<file path="src/rtl/rtc_bus_pkg.sv">
// Shared definitions for the RTC multiplexed-bus sequencers: state encoding,
// bus idle levels and default phase durations (also used by the read side).
package rtc_bus_pkg;

  typedef enum logic [3:0] {
    IDLE,
    A_SETUP,
    A_PULSE,
    A_HOLD,
    GAP,
    D_SETUP,
    D_PULSE,
    D_HOLD,
    DONE
  } estado_t;

  localparam logic CS_IDLE = 1'b1;
  localparam logic WR_IDLE = 1'b1;
  localparam logic RD_IDLE = 1'b1;
  localparam logic AD_IDLE = 1'b1;

  localparam int T_SETUP_DEF = 2;
  localparam int T_PULSE_DEF = 10;
  localparam int T_HOLD_DEF  = 2;
  localparam int T_GAP_DEF   = 10;
  localparam int CNT_W_DEF   = 7;

  // Fixed phase order of a bus cycle; DONE always falls back to IDLE.
  function automatic estado_t siguiente(input estado_t s);
    case (s)
      IDLE:    return A_SETUP;
      A_SETUP: return A_PULSE;
      A_PULSE: return A_HOLD;
      A_HOLD:  return GAP;
      GAP:     return D_SETUP;
      D_SETUP: return D_PULSE;
      D_PULSE: return D_HOLD;
      D_HOLD:  return DONE;
      default: return IDLE;
    endcase
  endfunction

endpackage

</file>
<file path="src/rtl/fsm_escritura_rtc_temporizador_fase.sv">
// Phase timer: loadable down-counter that reports fin when it reaches zero.
module temporizador_fase #(
  parameter int CNT_W = 7
) (
  input  logic             clk,
  input  logic             reset,
  input  logic             load,
  input  logic [CNT_W-1:0] value,
  input  logic             dec,
  output logic             fin
);

  logic [CNT_W-1:0] cuenta;

  // NOTE: sequential state uses non-blocking assignments so every flop samples pre-edge values.
  always_ff @(posedge clk) begin
    if (reset) begin
      cuenta <= '0;
    end else if (load) begin
      cuenta <= value;
    end else if (dec && (cuenta != '0)) begin
      cuenta <= cuenta - CNT_W'(1);
    end
  end

  assign fin = (cuenta == '0);

endmodule

</file>
<file path="src/rtl/fsm_escritura_rtc.sv">
// RTC bus write-cycle generator: address phase, bus gap, data phase, done pulse.
// Optional sticky overrun flag enabled by defining FSM_ESC_OVERRUN_EN.
module fsm_escritura_rtc
  import rtc_bus_pkg::*;
#(
  parameter int T_SETUP = T_SETUP_DEF,
  parameter int T_PULSE = T_PULSE_DEF,
  parameter int T_HOLD  = T_HOLD_DEF,
  parameter int T_GAP   = T_GAP_DEF,
  parameter int CNT_W   = CNT_W_DEF
) (
  input  logic       clk,
  input  logic       reset,
  input  logic       inicio,
  input  logic [7:0] direccion,
  input  logic [7:0] dato,
  output logic       cs_n,
  output logic       rd_n,
  output logic       wr_n,
  output logic       ad,
  output logic [7:0] bus_out,
  output logic       bus_oe,
  output logic       busy,
  output logic       listo,
  output logic       overrun
);

  localparam logic [CNT_W-1:0] LD_SETUP = CNT_W'(T_SETUP - 1);
  localparam logic [CNT_W-1:0] LD_PULSE = CNT_W'(T_PULSE - 1);
  localparam logic [CNT_W-1:0] LD_HOLD  = CNT_W'(T_HOLD - 1);
  localparam logic [CNT_W-1:0] LD_GAP   = CNT_W'(T_GAP - 1);

  estado_t          estado;
  logic [7:0]       dir_q;
  logic [7:0]       dato_q;
  logic             carga;
  logic             decre;
  logic [CNT_W-1:0] valor;
  logic             fin;

  function automatic logic [CNT_W-1:0] duracion(input estado_t s);
    case (s)
      A_SETUP, D_SETUP: return LD_SETUP;
      A_PULSE, D_PULSE: return LD_PULSE;
      A_HOLD,  D_HOLD:  return LD_HOLD;
      GAP:              return LD_GAP;
      default:          return '0;
    endcase
  endfunction

  // Timer is reloaded with the length of the state being entered.
  // NOTE: every always_comb output gets a default first, so no latch can be inferred.
  always_comb begin
    carga = 1'b0;
    decre = 1'b0;
    valor = LD_SETUP;
    case (estado)
      IDLE: carga = inicio;
      DONE: ;
      default: begin
        if (fin) begin
          carga = 1'b1;
          valor = duracion(siguiente(estado));
        end else begin
          decre = 1'b1;
        end
      end
    endcase
  end

  temporizador_fase #(.CNT_W(CNT_W)) u_temporizador (
    .clk   (clk),
    .reset (reset),
    .load  (carga),
    .value (valor),
    .dec   (decre),
    .fin   (fin)
  );

  // Outputs are registered from the current state, so they trail it by one cycle.
  always_ff @(posedge clk) begin
    if (reset) begin
      estado  <= IDLE;
      dir_q   <= '0;
      dato_q  <= '0;
      cs_n    <= CS_IDLE;
      wr_n    <= WR_IDLE;
      ad      <= AD_IDLE;
      bus_out <= '0;
      bus_oe  <= 1'b0;
      busy    <= 1'b0;
      listo   <= 1'b0;
`ifdef FSM_ESC_OVERRUN_EN
      overrun <= 1'b0;
`endif
    end else begin
      case (estado)
        IDLE: begin
          if (inicio) begin
            dir_q  <= direccion;
            dato_q <= dato;
            estado <= A_SETUP;
          end
        end
        DONE:    estado <= IDLE;
        default: if (fin) estado <= siguiente(estado);
      endcase

`ifdef FSM_ESC_OVERRUN_EN
      if (inicio) overrun <= (estado != IDLE);
`endif

      cs_n    <= CS_IDLE;
      wr_n    <= WR_IDLE;
      ad      <= AD_IDLE;
      bus_out <= '0;
      bus_oe  <= 1'b0;
      busy    <= (estado != IDLE);
      listo   <= 1'b0;
      case (estado)
        A_SETUP, A_PULSE, A_HOLD: begin
          cs_n    <= 1'b0;
          ad      <= 1'b0;
          bus_oe  <= 1'b1;
          bus_out <= dir_q;
          wr_n    <= (estado != A_PULSE);
        end
        D_SETUP, D_PULSE, D_HOLD: begin
          cs_n    <= 1'b0;
          bus_oe  <= 1'b1;
          bus_out <= dato_q;
          wr_n    <= (estado != D_PULSE);
        end
        DONE:    listo <= 1'b1;
        default: ;
      endcase
    end
  end

  assign rd_n = RD_IDLE;

`ifndef FSM_ESC_OVERRUN_EN
  assign overrun = 1'b0;
`endif

endmodule

</file>
<file path="config.mk">
export PLATFORM = sky130hd
export DESIGN_NAME = fsm_escritura_rtc
export DESIGN_NICKNAME = d
export VERILOG_FILES = /design/src/rtl/rtc_bus_pkg.sv /design/src/rtl/fsm_escritura_rtc_temporizador_fase.sv /design/src/rtl/fsm_escritura_rtc.sv
export SDC_FILE = /design/constraint.sdc
export NUM_CORES = 1
export LEC_CHECK = 0
export CAP_MARGIN = 20
export CORE_UTILIZATION = 51
export DETAILED_ROUTE_END_ITERATION = 8
export GPL_ROUTABILITY_DRIVEN = 0
export HOLD_SLACK_MARGIN = 0.12
export PLACE_DENSITY = 0.8
export SETUP_SLACK_MARGIN = 0.02
export SYNTH_ARGS = -nofsm -noshare
export SYNTH_HDL_FRONTEND = slang
export SYNTH_HIERARCHICAL = 1
export SYNTH_SLANG_ARGS = --single-unit
</file>
<file path="constraint.sdc">
create_clock -name clk -period 3.4 [get_ports clk]
set_clock_uncertainty 0.2 [all_clocks]
set_input_delay 0.85 -clock clk [delete_from_list [all_inputs] [get_ports clk]]
set_output_delay 0.85 -clock clk [all_outputs]
set_load 0.02 [all_outputs]
</file>
* Yosys cells after proc, flatten, opt, wreduce, memory -nomap -nowiden
Memories as Yosys holds them, arrays and structs flattened. A register that Yosys moved wholly into a read port is not among the register bits.
Index checks and enable logic that the tools add are counted.
Widths: inputs -> output; s select.
** Cells by class
- Add/sub/neg operators :: 1
- Equal/unequal tests :: 17
- Muxes and demuxes :: 26
- Reduce and logical (&&, ||, !) cells :: 15
** Operators with widths (number)
- $mux 4 :: 8
- $eq 4x3->1 const B :: 7
- $eq 4x2->1 const B :: 4
- $pmux 4 s2 :: 2
- $pmux 8 s2 :: 1
- $mux 7 :: 2
- $mux 3 :: 4
- $reduce_or 3->1 :: 3
- $eq 4x1->1 const B :: 2
- $logic_not 7->1 :: 1
- $mux 1 :: 7
- $reduce_bool 7->1 :: 1
- $sub 7x1->7 const B :: 1
- $reduce_or 6->1 :: 1
- $eq 4x4->1 const B :: 1
- $logic_not 4->1 :: 1
- $ne 4x2->1 const B :: 1
- $ne 4x3->1 const B :: 1
- $pmux 1 s2 :: 2
- $reduce_and 2->1 :: 2
- $reduce_bool 4->1 :: 1
- $reduce_or 4->1 :: 1
- $reduce_bool 3->1 :: 1
- $ne 2x2->1 const B :: 1
- other kinds (3) :: 3
** Storage, ports and cells
- Flip-flop bits (word level) :: 41
- ROM bits :: 64
- Bits of input ports :: 19
- Logic and storage cells :: 72
- Memories :: 2
** Memory list
- (no name shown) :: words 8, bits a word 4, rd ports 1, clocked after Yosys merged registers in 1, wr ports 0, line rtc_bus_pkg.sv:30 : case (s)
- (no name shown) :: words 8, bits a word 4, rd ports 1, clocked after Yosys merged registers in 1, wr ports 0, line rtc_bus_pkg.sv:30

* Depth between registers and ports, before layout
- Depth after elaboration :: 9
- Gate-level depth with buffers :: 10
- Depth with buffers taken out :: 9

* Hierarchy
The synthesis kept the hierarchy.
** Modules (own cells, without submodules)
- fsm_escritura_rtc :: instances 1, cells each 161, area each 1435.1 µm², sequential area each 760.7 µm²
- temporizador_fase :: instances 1, cells each 48, area each 419.2 µm², sequential area each 140.1 µm²

* Least setup slack after synthesis
OpenSTA, ideal clock, no wires.
- Path kind :: flip-flop to flip-flop
- From :: register u_temporizador.cuenta[0]
- To :: register u_temporizador.cuenta[5]
- Arrival time :: 2.166 ns
- Data required time :: 3.109 ns
- Path slack :: 0.943 ns
- Cell stages (with the launch flop) :: 11
- Period minus slack after synthesis :: 2.457 ns
- Cells stage by stage :: dfxtp_1 -> inv_1 -> ha_1 -> nor4b_4 -> and2_1 -> clkbuf_1 -> nor2_1 -> or3b_2 -> nor4_1 -> nand2b_1 -> a311oi_1
** Between the ends
- Cells in the longest elaborated chain, start to end :: 5
- Elaborated cells on any way between the ends :: 11
- Those cells by class :: 1 x add/sub; 6 x mux; 4 x reduce/logical
** RTL lines
- start: declaration :: line fsm_escritura_rtc_temporizador_fase.sv:13 : logic [CNT_W-1:0] cuenta;
- start signal: assignment :: line fsm_escritura_rtc_temporizador_fase.sv:20 : cuenta <= value;
- start signal: assignment :: line fsm_escritura_rtc_temporizador_fase.sv:22 : cuenta <= cuenta - CNT_W'(1);
- $logic_not 7->1 :: line fsm_escritura_rtc_temporizador_fase.sv:26 : assign fin = (cuenta == '0);
- net fin :: line fsm_escritura_rtc.sv:39 : logic fin;
- $mux 1 :: line fsm_escritura_rtc.sv:61 : if (fin) begin
- $mux 1 :: line fsm_escritura_rtc.sv:57 : case (estado)
- net decre :: line fsm_escritura_rtc.sv:37 : logic decre;
- $logic_and 1x1->1 :: line fsm_escritura_rtc_temporizador_fase.sv:21 : end else if (dec && (cuenta != '0)) begin
- $reduce_bool 2->1 (no line)
The timed path passes the listed nets, and every way through them passes these cells. The select of a mux whose other input is x is not followed.
A chain may end at the register's enable or synchronous reset.

==> results.md <==
- Tmin final: 2.66 ns
- Global-route wire length before repair: 5620 µm
- Vias in the first global route: roughly 1200
- Final Hold Fails: 0
- Lkg Pwr: 0.840 nW
- Synth top area cells: dfxtp_1 (49%), nand2_1 (7.9%), mux2i_1 (5.4%)
- Top cell type's share of synthesized area: just under 50%
- Final Instance Count excl. Fillers: 291
- F_max: between 300 and 400 MHz
- Crit path DAT: 2.71 ns
- Hold buffer count at CTS: 0
- Worst slew margin: ~60%
- Unrepaired setup endpoints after global routing: no
- Seq/Total Area, Yosys: 48.6%
- DIE AREA: roughly 3900 µm²
- Setup Buffers After CTS: 0
- EDFF count, synth: 0
- Outcome: finished, final reports clean
- Critical Path RT: ~3.5 ns
- Clk buf depth: 2
- Internal: about 1.1 mW
- I/O pin cnt: 35
- Share of flip-flops with an asynchronous set or reset: 0%
- H-Tree Depth: 2
- Final setup fails: 0
- Inserted Diodes: 0
- Area of the multi-input gates: roughly 870 µm²
- Cell mode on critical path: ha_1
- Clk Latency, worst-skew pair: 0.34 ns
- Synth Area in XOR/XNOR: 0.472%
- Register area: 901 µm²
- Setup total negative slack: 0 ns
- Syn Inst Count: 209
- Net Sw Frac: around two fifths
- Predominant post-synthesis flop cell: dfxtp_1
- P_sw: 0.652 mW
- Top post-synthesis cells by count: dfxtp_1 (45), nand2_1 (39), nor2_1 (22), a21oi_1 (19), mux2i_1 (10)
- Total CTS buffers: 5
- Starting DRT DRC Count: 57
- Final wirelength: 3310 µm
- Core Box Area: 3420 µm²
- ANT nets after route: 0
- Yosys cell types: 46
- Post-DP HPWL: 2340 µm
- Clock power share: between 10 and 15%
- Via density: around 5.0
- Post-route cell area: 2260 µm²
- Crit path max-delay cell type: and2_1
- Grt total ovfl: 0
- Hold WC Path Type: flip-flop to flip-flop
- Largest net degree at the start of global routing: 23
- Comb power frac: 42.4%
- Sink Count: 45
- Element type at the critical path end: flip-flop
- Wirelength per Cell: between 10 and 15 µm
- Synth area leader: dfxtp_1
- Clock Tree Root: clkbuf_4
- Detailed Routing Iterations Pass 1: 4
- Worst Hold Endpoint: dir_q[3]$_SDFFE_PP0P_
- Reg2Reg Setup Slack: roughly 0.74 ns
- Initial antenna violation count: 0
- Max cap viols: 0
- Mux cell area share after synthesis: 6.01%
- R2R Path Start: u_temporizador/cuenta[0]$_SDFFE_PP0P_
- Final slew viol count: 0
- Mapped cell area: 1850 µm²
- Total track usage: 18.9%
- Via count: 1445
- Die Ht: 62.3 µm
- Area after DPL: 2210 µm²
- CTS tree: yes
- Crit Path Class: flip-flop to flip-flop
- Reg power frac: 43.8%
- Synth Register Bits: 45
- Worst-margin pin slew: 0.596 ns
- CP Launch Type: flip-flop
- Crit-path cells: inv_1, ha_1, nor4b_4, and2_1, o21ai_0, a2bb2oi_2, nor2_1, ha_1, o32ai_1
- Count leader, synth: dfxtp_1
- Hold Path Depth: 2
- Largest stage delay, worst path: 0.44 ns
- DRC Markers: 0
- Main combinational cell family by area after synthesis: simple AND/OR/NAND/NOR gates
- Clock transition at path regs: 0.12 ns
- Row Count: 21
- Share of cells above drive strength 1: 9.80%
- Adder-Cell Fraction of Synth Area: 1.35%
- Die width: 62.3 µm
- Tcrit/Tclk final: 78.2%
- Area growth from synthesis to layout: 21.9%
- Fillers: around 300
- Worst r2r path cells: 9
- Crit Path Max Fanout: 13
- Yosys warnings: 6
- PD cells: 756 nW/µm²
- Placed Cells: 283
- Hold Startpoint: dir_q[3]$_SDFFE_PP0P_
- Compound-Gate Fraction of Synth Area: 14.7%
- IO Port Bufs: 32
- Synthesized area per cell: 8.87 µm²
- CTS resizes: 0
- Peak VDD IR: about 0.51 mV
- Simple-gate share of the synthesized area: 23.2%
- Initial Utilization: a little over half
- Final #Nets: 265
-- cells by family after synthesis --
group | after synthesis
AOI/OAI and AO/OA | 41
xor gates and xnor gates | 1
adders and majority gates | 2
buffers and inverters | 20
DFF | 45
muxes | 11
other | 2
and+or+nand+nor | 87
-- registers in the layout, summed over array words and instances (netlist names), 4 cells and up, named ones only --
register               count
dir_q                      8
bus_out                    8
dato_q                     8
u_temporizador/cuenta      7
estado                     4
-- how the worst max path moves through the flow --
stage,from,endpoint,cells past startpoint
floorplan,u_temporizador/cuenta[0]$_SDFFE_PP0P_,u_temporizador/cuenta[5]$_SDFFE_PP0P_,10
global placement,reset,flip-flop,4
detailed placement,reset,flip-flop,4
CTS,u_temporizador/cuenta[0]$_SDFFE_PP0P_,flip-flop,9
global route,u_temporizador/cuenta[0]$_SDFFE_PP0P_,flip-flop,9
finish,u_temporizador/cuenta[0]$_SDFFE_PP0P_,flip-flop,9
-- critical path, delay by kind of cell, from the launching register on --
kind | cells | cell delay (ns)
AO/OA/AOI/OAI | 3 | 0.76
AND/OR/NAND/NOR | 3 | 0.81
flip-flops | 1 | 0.35
buffers and inverters | 1 | 0.06
adder cells (fa/ha/maj) | 2 | 0.39
-- per-layer routing --
layer / wire [µm] / track usage, %
met1: 1640 / 24.1
met2: 1510 / 28.6
met3: 107 / 6.80
met4: 56 / 8.72
met5: 0 / 0
-- cells in the final DEF, fill, tap and decap left out, types with 2 or more instances in the layout --
cell type        instances
nand2b_1                 3
conb_1                   7
mux2i_1                 10
dfxtp_1                 45
inv_1                    7
clkbuf_4                 5
a21oi_1                 19
ha_1                     2
and2_1                   2
nor3_1                   5
a221oi_1                 2
nand2_1                 39
clkdlybuf4s50_1         32
nor2_1                  22
o21ai_0                  5
o31ai_1                  2
buf_4                    4
or2_2                    2
clkinv_2                 2
nor4_1                   2
o21a_1                   3
-- layout make-up --
cell class,count,area share [%]
Timing Repair Buffer,36,15.5
Clock buffer,6,1.83
Tap cell,46,2.55
Sequential cell,45,39.8
Inverter,7,1.16
Clock inverter,2,0.443
Multi-Input combinational cell,149,38.7
-- power by group through the flow --
stage / registers (mW) / logic, mW / clock network (mW)
6_report: 0.749 / 0.725 / 0.236
5_1_grt: 0.769 / 0.799 / 0.276
4_1_cts: 0.748 / 0.729 / 0.249
3_5_place_dp: 0.761 / 0.724 / 0
3_3_place_gp: 0.758 / 0.711 / 0
2_1_floorplan: 0.770 / 0.539 / 0
-- through the flow --
stage | hold slack (ns) | setup WS (ns) | power [mW] | utilization [%]
2_1_floorplan | 0.236 | 0.943 | 1.31 | -
3_3_place_gp | 0.241 | 0.786 | 1.47 | 64.7
3_5_place_dp | 0.248 | 0.745 | 1.48 | 64.7
4_1_cts | 0.266 | 0.725 | 1.73 | 66.2
5_1_grt | 0.285 | 0.516 | 1.84 | 66.2
6_report | 0.262 | 0.740 | 1.71 | 66.2
(Power assumes the default switching activity.)
